### config.mk
export PLATFORM = sky130hd
export DESIGN_NAME = tagger_timestamp_extender
export DESIGN_NICKNAME = d
export VERILOG_FILES = /design/src/rtl/tagger_sync_fifo.sv /design/src/rtl/tagger_timestamp_extender.sv
export SDC_FILE = /design/constraint.sdc
export NUM_CORES = 1
export LEC_CHECK = 0
export CAP_MARGIN = 30
export CORE_MARGIN = 2
export CORE_UTILIZATION = 60
export DETAILED_ROUTE_END_ITERATION = 8
export GPL_ROUTABILITY_DRIVEN = 0
export GPL_TIMING_DRIVEN = 0
export PLACE_DENSITY = 0.8
export SYNTH_ARGS = -nofsm -noshare
export SYNTH_HDL_FRONTEND = slang
export SYNTH_SLANG_ARGS = --single-unit
### constraint.sdc
create_clock -name clk -period 26.6 [get_ports clk]
set_input_delay 3.99 -clock clk [delete_from_list [all_inputs] [get_ports clk]]
set_output_delay 3.99 -clock clk [all_outputs]
set_load 0.02 [all_outputs]
### src/rtl/tagger_sync_fifo.sv
// Synchronous FIFO with extra-bit pointers; entries hold registered words so dout has no input path.
// Push while full and pop while empty are ignored; full is judged before any same-cycle pop.
module tagger_sync_fifo #(
    parameter int WIDTH = 8,
    parameter int DEPTH = 8,
    parameter int AW    = $clog2(DEPTH)
) (
    input  logic             clk,
    input  logic             rst,
    input  logic             push,
    input  logic [WIDTH-1:0] din,
    output logic             full,
    input  logic             pop,
    output logic [WIDTH-1:0] dout,
    output logic             empty
);

    logic [WIDTH-1:0] mem_q [DEPTH];
    logic [AW:0]      wr_ptr_q, wr_ptr_d;
    logic [AW:0]      rd_ptr_q, rd_ptr_d;
    logic             do_push;
    logic             do_pop;

    // Pointers differ only in the wrap bit when every slot is occupied.
    assign empty   = (wr_ptr_q == rd_ptr_q);
    assign full    = (wr_ptr_q[AW] != rd_ptr_q[AW]) &&
                     (wr_ptr_q[AW-1:0] == rd_ptr_q[AW-1:0]);
    assign do_push = push && !full;
    assign do_pop  = pop && !empty;
    assign dout    = mem_q[rd_ptr_q[AW-1:0]];

    always_comb begin
        wr_ptr_d = wr_ptr_q;
        rd_ptr_d = rd_ptr_q;
        if (do_push) wr_ptr_d = wr_ptr_q + 1'b1;
        if (do_pop)  rd_ptr_d = rd_ptr_q + 1'b1;
    end

    always_ff @(posedge clk or posedge rst) begin
        if (rst) begin
            wr_ptr_q <= '0;
            rd_ptr_q <= '0;
            for (int i = 0; i < DEPTH; i++) mem_q[i] <= '0;
        end else begin
            wr_ptr_q <= wr_ptr_d;
            rd_ptr_q <= rd_ptr_d;
            if (do_push) mem_q[wr_ptr_q[AW-1:0]] <= din;
        end
    end

endmodule

### src/rtl/tagger_timestamp_extender.sv
// Extends the 16-bit tagger counter with a rollover epoch and queues {timestamp, channel}
// words for a valid/ready readout; events arriving at a full queue are counted and dropped.
module tagger_timestamp_extender #(
    parameter int EPOCH_W    = 32,
    parameter int CH_W       = 4,
    parameter int FIFO_DEPTH = 8,
    parameter int DROP_W     = 16
) (
    input  logic                 clk,
    input  logic                 rst,
    input  logic [15:0]          counter,
    input  logic                 rollover,
    input  logic                 event_valid,
    input  logic [CH_W-1:0]      event_channel,
    output logic                 tag_valid,
    input  logic                 tag_ready,
    output logic [EPOCH_W+15:0]  tag_time,
    output logic [CH_W-1:0]      tag_channel,
    output logic                 overflow,
    output logic [DROP_W-1:0]    dropped,
    output logic [EPOCH_W-1:0]   epoch
);

    localparam int TS_W  = EPOCH_W + 16;
    localparam int PTR_W = $clog2(FIFO_DEPTH);

    logic [EPOCH_W-1:0]   epoch_q, epoch_d;
    logic [DROP_W-1:0]    dropped_q, dropped_d;
    logic                 overflow_q, overflow_d;
    logic [EPOCH_W-1:0]   eff_epoch;
    logic [TS_W-1:0]      stamp;
    logic                 fifo_full;
    logic                 fifo_empty;
    logic                 drop;
    logic [TS_W+CH_W-1:0] fifo_dout;

    // An event in the rollover cycle already belongs to the new epoch.
    assign eff_epoch = epoch_q + EPOCH_W'(rollover);
    assign stamp     = {eff_epoch, counter};
    assign drop      = event_valid && fifo_full;

    always_comb begin
        epoch_d    = eff_epoch;
        overflow_d = overflow_q;
        dropped_d  = dropped_q;
        if (drop) begin
            overflow_d = 1'b1;
            if (!(&dropped_q)) dropped_d = dropped_q + DROP_W'(1);
        end
    end

    always_ff @(posedge clk or posedge rst) begin
        if (rst) begin
            epoch_q    <= '0;
            dropped_q  <= '0;
            overflow_q <= 1'b0;
        end else begin
            epoch_q    <= epoch_d;
            dropped_q  <= dropped_d;
            overflow_q <= overflow_d;
        end
    end

    tagger_sync_fifo #(
        .WIDTH (TS_W + CH_W),
        .DEPTH (FIFO_DEPTH),
        .AW    (PTR_W)
    ) u_fifo (
        .clk   (clk),
        .rst   (rst),
        .push  (event_valid),
        .din   ({stamp, event_channel}),
        .full  (fifo_full),
        .pop   (tag_ready),
        .dout  (fifo_dout),
        .empty (fifo_empty)
    );

    assign tag_valid               = !fifo_empty;
    assign {tag_time, tag_channel} = fifo_dout;
    assign overflow                = overflow_q;
    assign dropped                 = dropped_q;
    assign epoch                   = epoch_q;

endmodule

==> impl_metrics.csv <==
group,metric,value,unit
place,dp_slack,19.27,ns
worst_setup_path,slowest_stage,"clkbuf_1",
final_layout,syn2layout_area_growth,16.7,%
detailed_routing,drtAntennaViolNets,0,
clock_network,cts_sinks,473,
logic_synthesis,synth-seq-area-share,56.9,%
die,io_pins,127,
die,die_w,190,um
worst_setup_path,crit_path_start_kind,"flop",
worst_setup_path,cp_cell_sequence,"buf_2 -> clkbuf_1 -> clkbuf_1 -> mux4_2 -> mux2_2 -> clkdlybuf4s50_1",
worst_setup_path,required,22.61,ns
logic_synthesis,synth_area,0.0208,mm2
worst_setup_path,reg2reg_to,"u_fifo.mem_q[154]",
clock_network,post_cts_buffers,0,
global_routing,grt_usage,29.7,%
clock_network,cts_made_buffers,47,
logic_synthesis,yosys.cell_types.count,45,
global_routing,grt_pass1_wl,82900,um
detailed_routing,wl_per_cell,22.8,um
detailed_routing,vias,14176,
sta,hold_viol,0,
worst_setup_path,cp-end-kind,"output port",
final_layout,multiInputGateArea,0.00833,mm2
worst_setup_path,reg2reg_slack,23.21,ns
final_layout,seq_area,0.0118,mm2
final_layout,antenna_cells,0,
final_layout,final_cell_count_no_fill,2277,
global_routing,antenna_found_initial,2,
global_routing,grt_max_degree,141,
logic_synthesis,synth_most_common_cell,"dfrtp_1",
power_and_ir_drop,ir_drop,91.7,uV
clock_network,clockBufferDepth,3,
sta,setup_viol,0,
min_path,hold_path.startpoint,"u_fifo.mem_q[151]",
detailed_routing,first_iter_violations,1425,
sta,rsz0062_at_grt,"false",
run,drv_cap,0,
logic_synthesis,ys_top_cells_by_area,"dfrtp_1, mux2_2, mux4_2",
final_layout,nets,1819,
sta,relSlewSlack,31.0,%
die,core_region_area,0.0344,mm2
worst_setup_path,max_stage_delay,0.67,ns
worst_setup_path,worst-path-buf-inv,4,
logic_synthesis,async_flop_share,100,%
global_routing,grt_pass1_vias,14932,
place,place_inst,2192,
worst_setup_path,critPathMostFrequentCell,"clkbuf_1",
die,die_area,0.0362,mm2
worst_setup_path,crit_type,"reg2out",
clock_network,cts.clk_slew.worst_paths,0.06,ns
outcome,status,"finished, final reports clean",
final_layout,drive_gt1_share,25.7,%
sta,fin_crit_sh,29.2,%
detailed_routing,wl,51900,um
clock_network,cts-root-buf,"clkbuf_16",
min_path,min_to,"u_fifo.mem_q[151]",
min_path,hold_depth,2,
sta,worst_slew_pin_slew,1.03,ns
place,io_buffer_count,125,
sta,fmax,0.129,GHz
die,die_height,190,um
worst_setup_path,reg2reg_depth,7,
logic_synthesis,syn_nets,1639,
die,std_cell_rows,68,
sta,finalCriticalPeriod,7.77,ns
logic_synthesis,synth-edff-count,0,
logic_synthesis,ys_top_cells_by_count,"dfrtp_1, mux2_2, nand2_1, nor2_1, a21oi_1",
die,initial_core_util,60.5,%
clock_network,holdBufCountCts,0,
clock_network,clk_latency,0.57,ns
worst_setup_path,r2r-start,"epoch[0]",
logic_synthesis,ys_ff_latch,473,
sta,slew_violations,0,
detailed_routing,dr.pass1.iters,5,
logic_synthesis,yosysTopAreaCell,"dfrtp_1",
clock_network,cts_tree,"yes",
logic_synthesis,avgSynthCellArea,12.9,um2
clock_network,htree_num_levels,2,
logic_synthesis,synth-warning-count,0,
sta,fin_setup_tns,0,ns
logic_synthesis,syn_inst,1608,
detailed_routing,drc_errors,0,
power_and_ir_drop,p_per_area,127,mW/mm2
min_path,holdCritPathClass,"reg2reg",
worst_setup_path,crit_fanout,10,
sta,finClkSkew,0.0206,ns
clock_network,cts_resized,0,
sta,finalWorstSetupSlack,18.83,ns
logic_synthesis,synthFlopType,"dfrtp_1",
worst_setup_path,worst_ep_arrival_time,3.78,ns
power_and_ir_drop,p_leak,10.6,nW
place,dpl.hpwl,34100,um
logic_synthesis,synth_top_area_share,56.9,%
detailed_routing,vias_per_cell,6.23,
final_layout,fillers,2333,
worst_setup_path,crit_family,"buffers and inverters",
global_routing,overflow,0,
flip-flops by register name, summed over array words and instances (netlist names):
| name | count |
|---|---|
| u_fifo.mem_q | 416 |
| epoch | 32 |
| overflow | 1 |
| dropped | 16 |
| u_fifo.rd_ptr_q | 4 |
| u_fifo.wr_ptr_q | 4 |
logic make-up after synthesis:
kind of cell	synth area share [%]
flip-flops	56.9
AND/OR/NAND/NOR	7.29
multiplexers	24.2
AO/OA/AOI/OAI	6.13
buffers and inverters	3.12
XOR/XNOR	2.06
adder cells (fa/ha/maj)	0.361
tightest hold or removal path, cell delays in order, from the launching register on:
cell	delay (ns)
dfrtp_1	0.34
nand2_1	0.04
o21ai_0	0.06
placed cells by master, fill, tap and decap left out, types with 6 or more instances in the layout:
cell / netlist / routed
clkinv_2: 0 / 7
dfrtp_1: 473 / 473
xnor2_1: 24 / 24
clkdlybuf4s50_1: 0 / 125
ha_1: 6 / 6
nand4_1: 18 / 18
mux4_2: 104 / 104
mux2_4: 20 / 20
xor2_1: 25 / 25
nand2_1: 140 / 140
nand3_1: 23 / 23
buf_1: 12 / 12
mux2_2: 209 / 209
inv_1: 38 / 37
buf_2: 45 / 45
nor2_1: 128 / 128
o21ai_0: 121 / 121
clkbuf_1: 45 / 58
a21oi_1: 122 / 122
clkbuf_8: 0 / 11
clkbuf_16: 0 / 48
and3_1: 8 / 8
through the flow:
step	area (um2)	util, %	power [mW]	hold slack (ns)
final	24300	70.6	3.09	0.475
after global routing	24300	70.6	3.24	0.503
after CTS	24300	70.6	3.09	0.482
after detailed placement	22700	66.1	2.42	0.469
after global placement	22600	65.8	2.36	0.456
after floorplan	20800	-	1.98	0.445
power breakdown:
group	switching [mW]	internal (mW)	total, mW
Combinational	0.638	0.671	1.31
Sequential	0.141	0.980	1.12
Clock	0.279	0.381	0.660
layout make-up:
type                            instances  share of cell area (%)
Timing Repair Buffer                  131                    5.63
Tap cell                              455                    2.34
Sequential cell                       473                    48.7
Clock inverter                         11                   0.495
Multi-Input combinational cell        988                    34.3
Buffer                                109                    2.09
Clock buffer                           72                    5.77
Inverter                               38                   0.618
worst max-delay path by stage:
stage | from | endpoint | slack (ns) | depth (start not counted)
3_3_place_gp | rst | u_fifo.mem_q[104] | 4.76 | 2
4_1_cts | u_fifo.rd_ptr_q[1] | tag_time[18] | 18.88 | 6
3_5_place_dp | rollover | u_fifo.mem_q[154] | 19.27 | 8
6_report | u_fifo.rd_ptr_q[1] | tag_time[18] | 18.83 | 6
5_1_grt | u_fifo.rd_ptr_q[1] | tag_time[10] | 18.78 | 6
2_1_floorplan | rst | dropped[0] | 9.42 | 1
metal layers:
metal / track usage (%) / up-vias / routed length [um]
li1: - / 6058 / -
met1: 40.5 / 7405 / 21200
met2: 49.0 / 578 / 25800
met3: 4.75 / 133 / 3280
met4: 11.2 / 2 / 1620
met5: 0 / - / 13
Note: power is estimated with default switching activity, not from simulation.
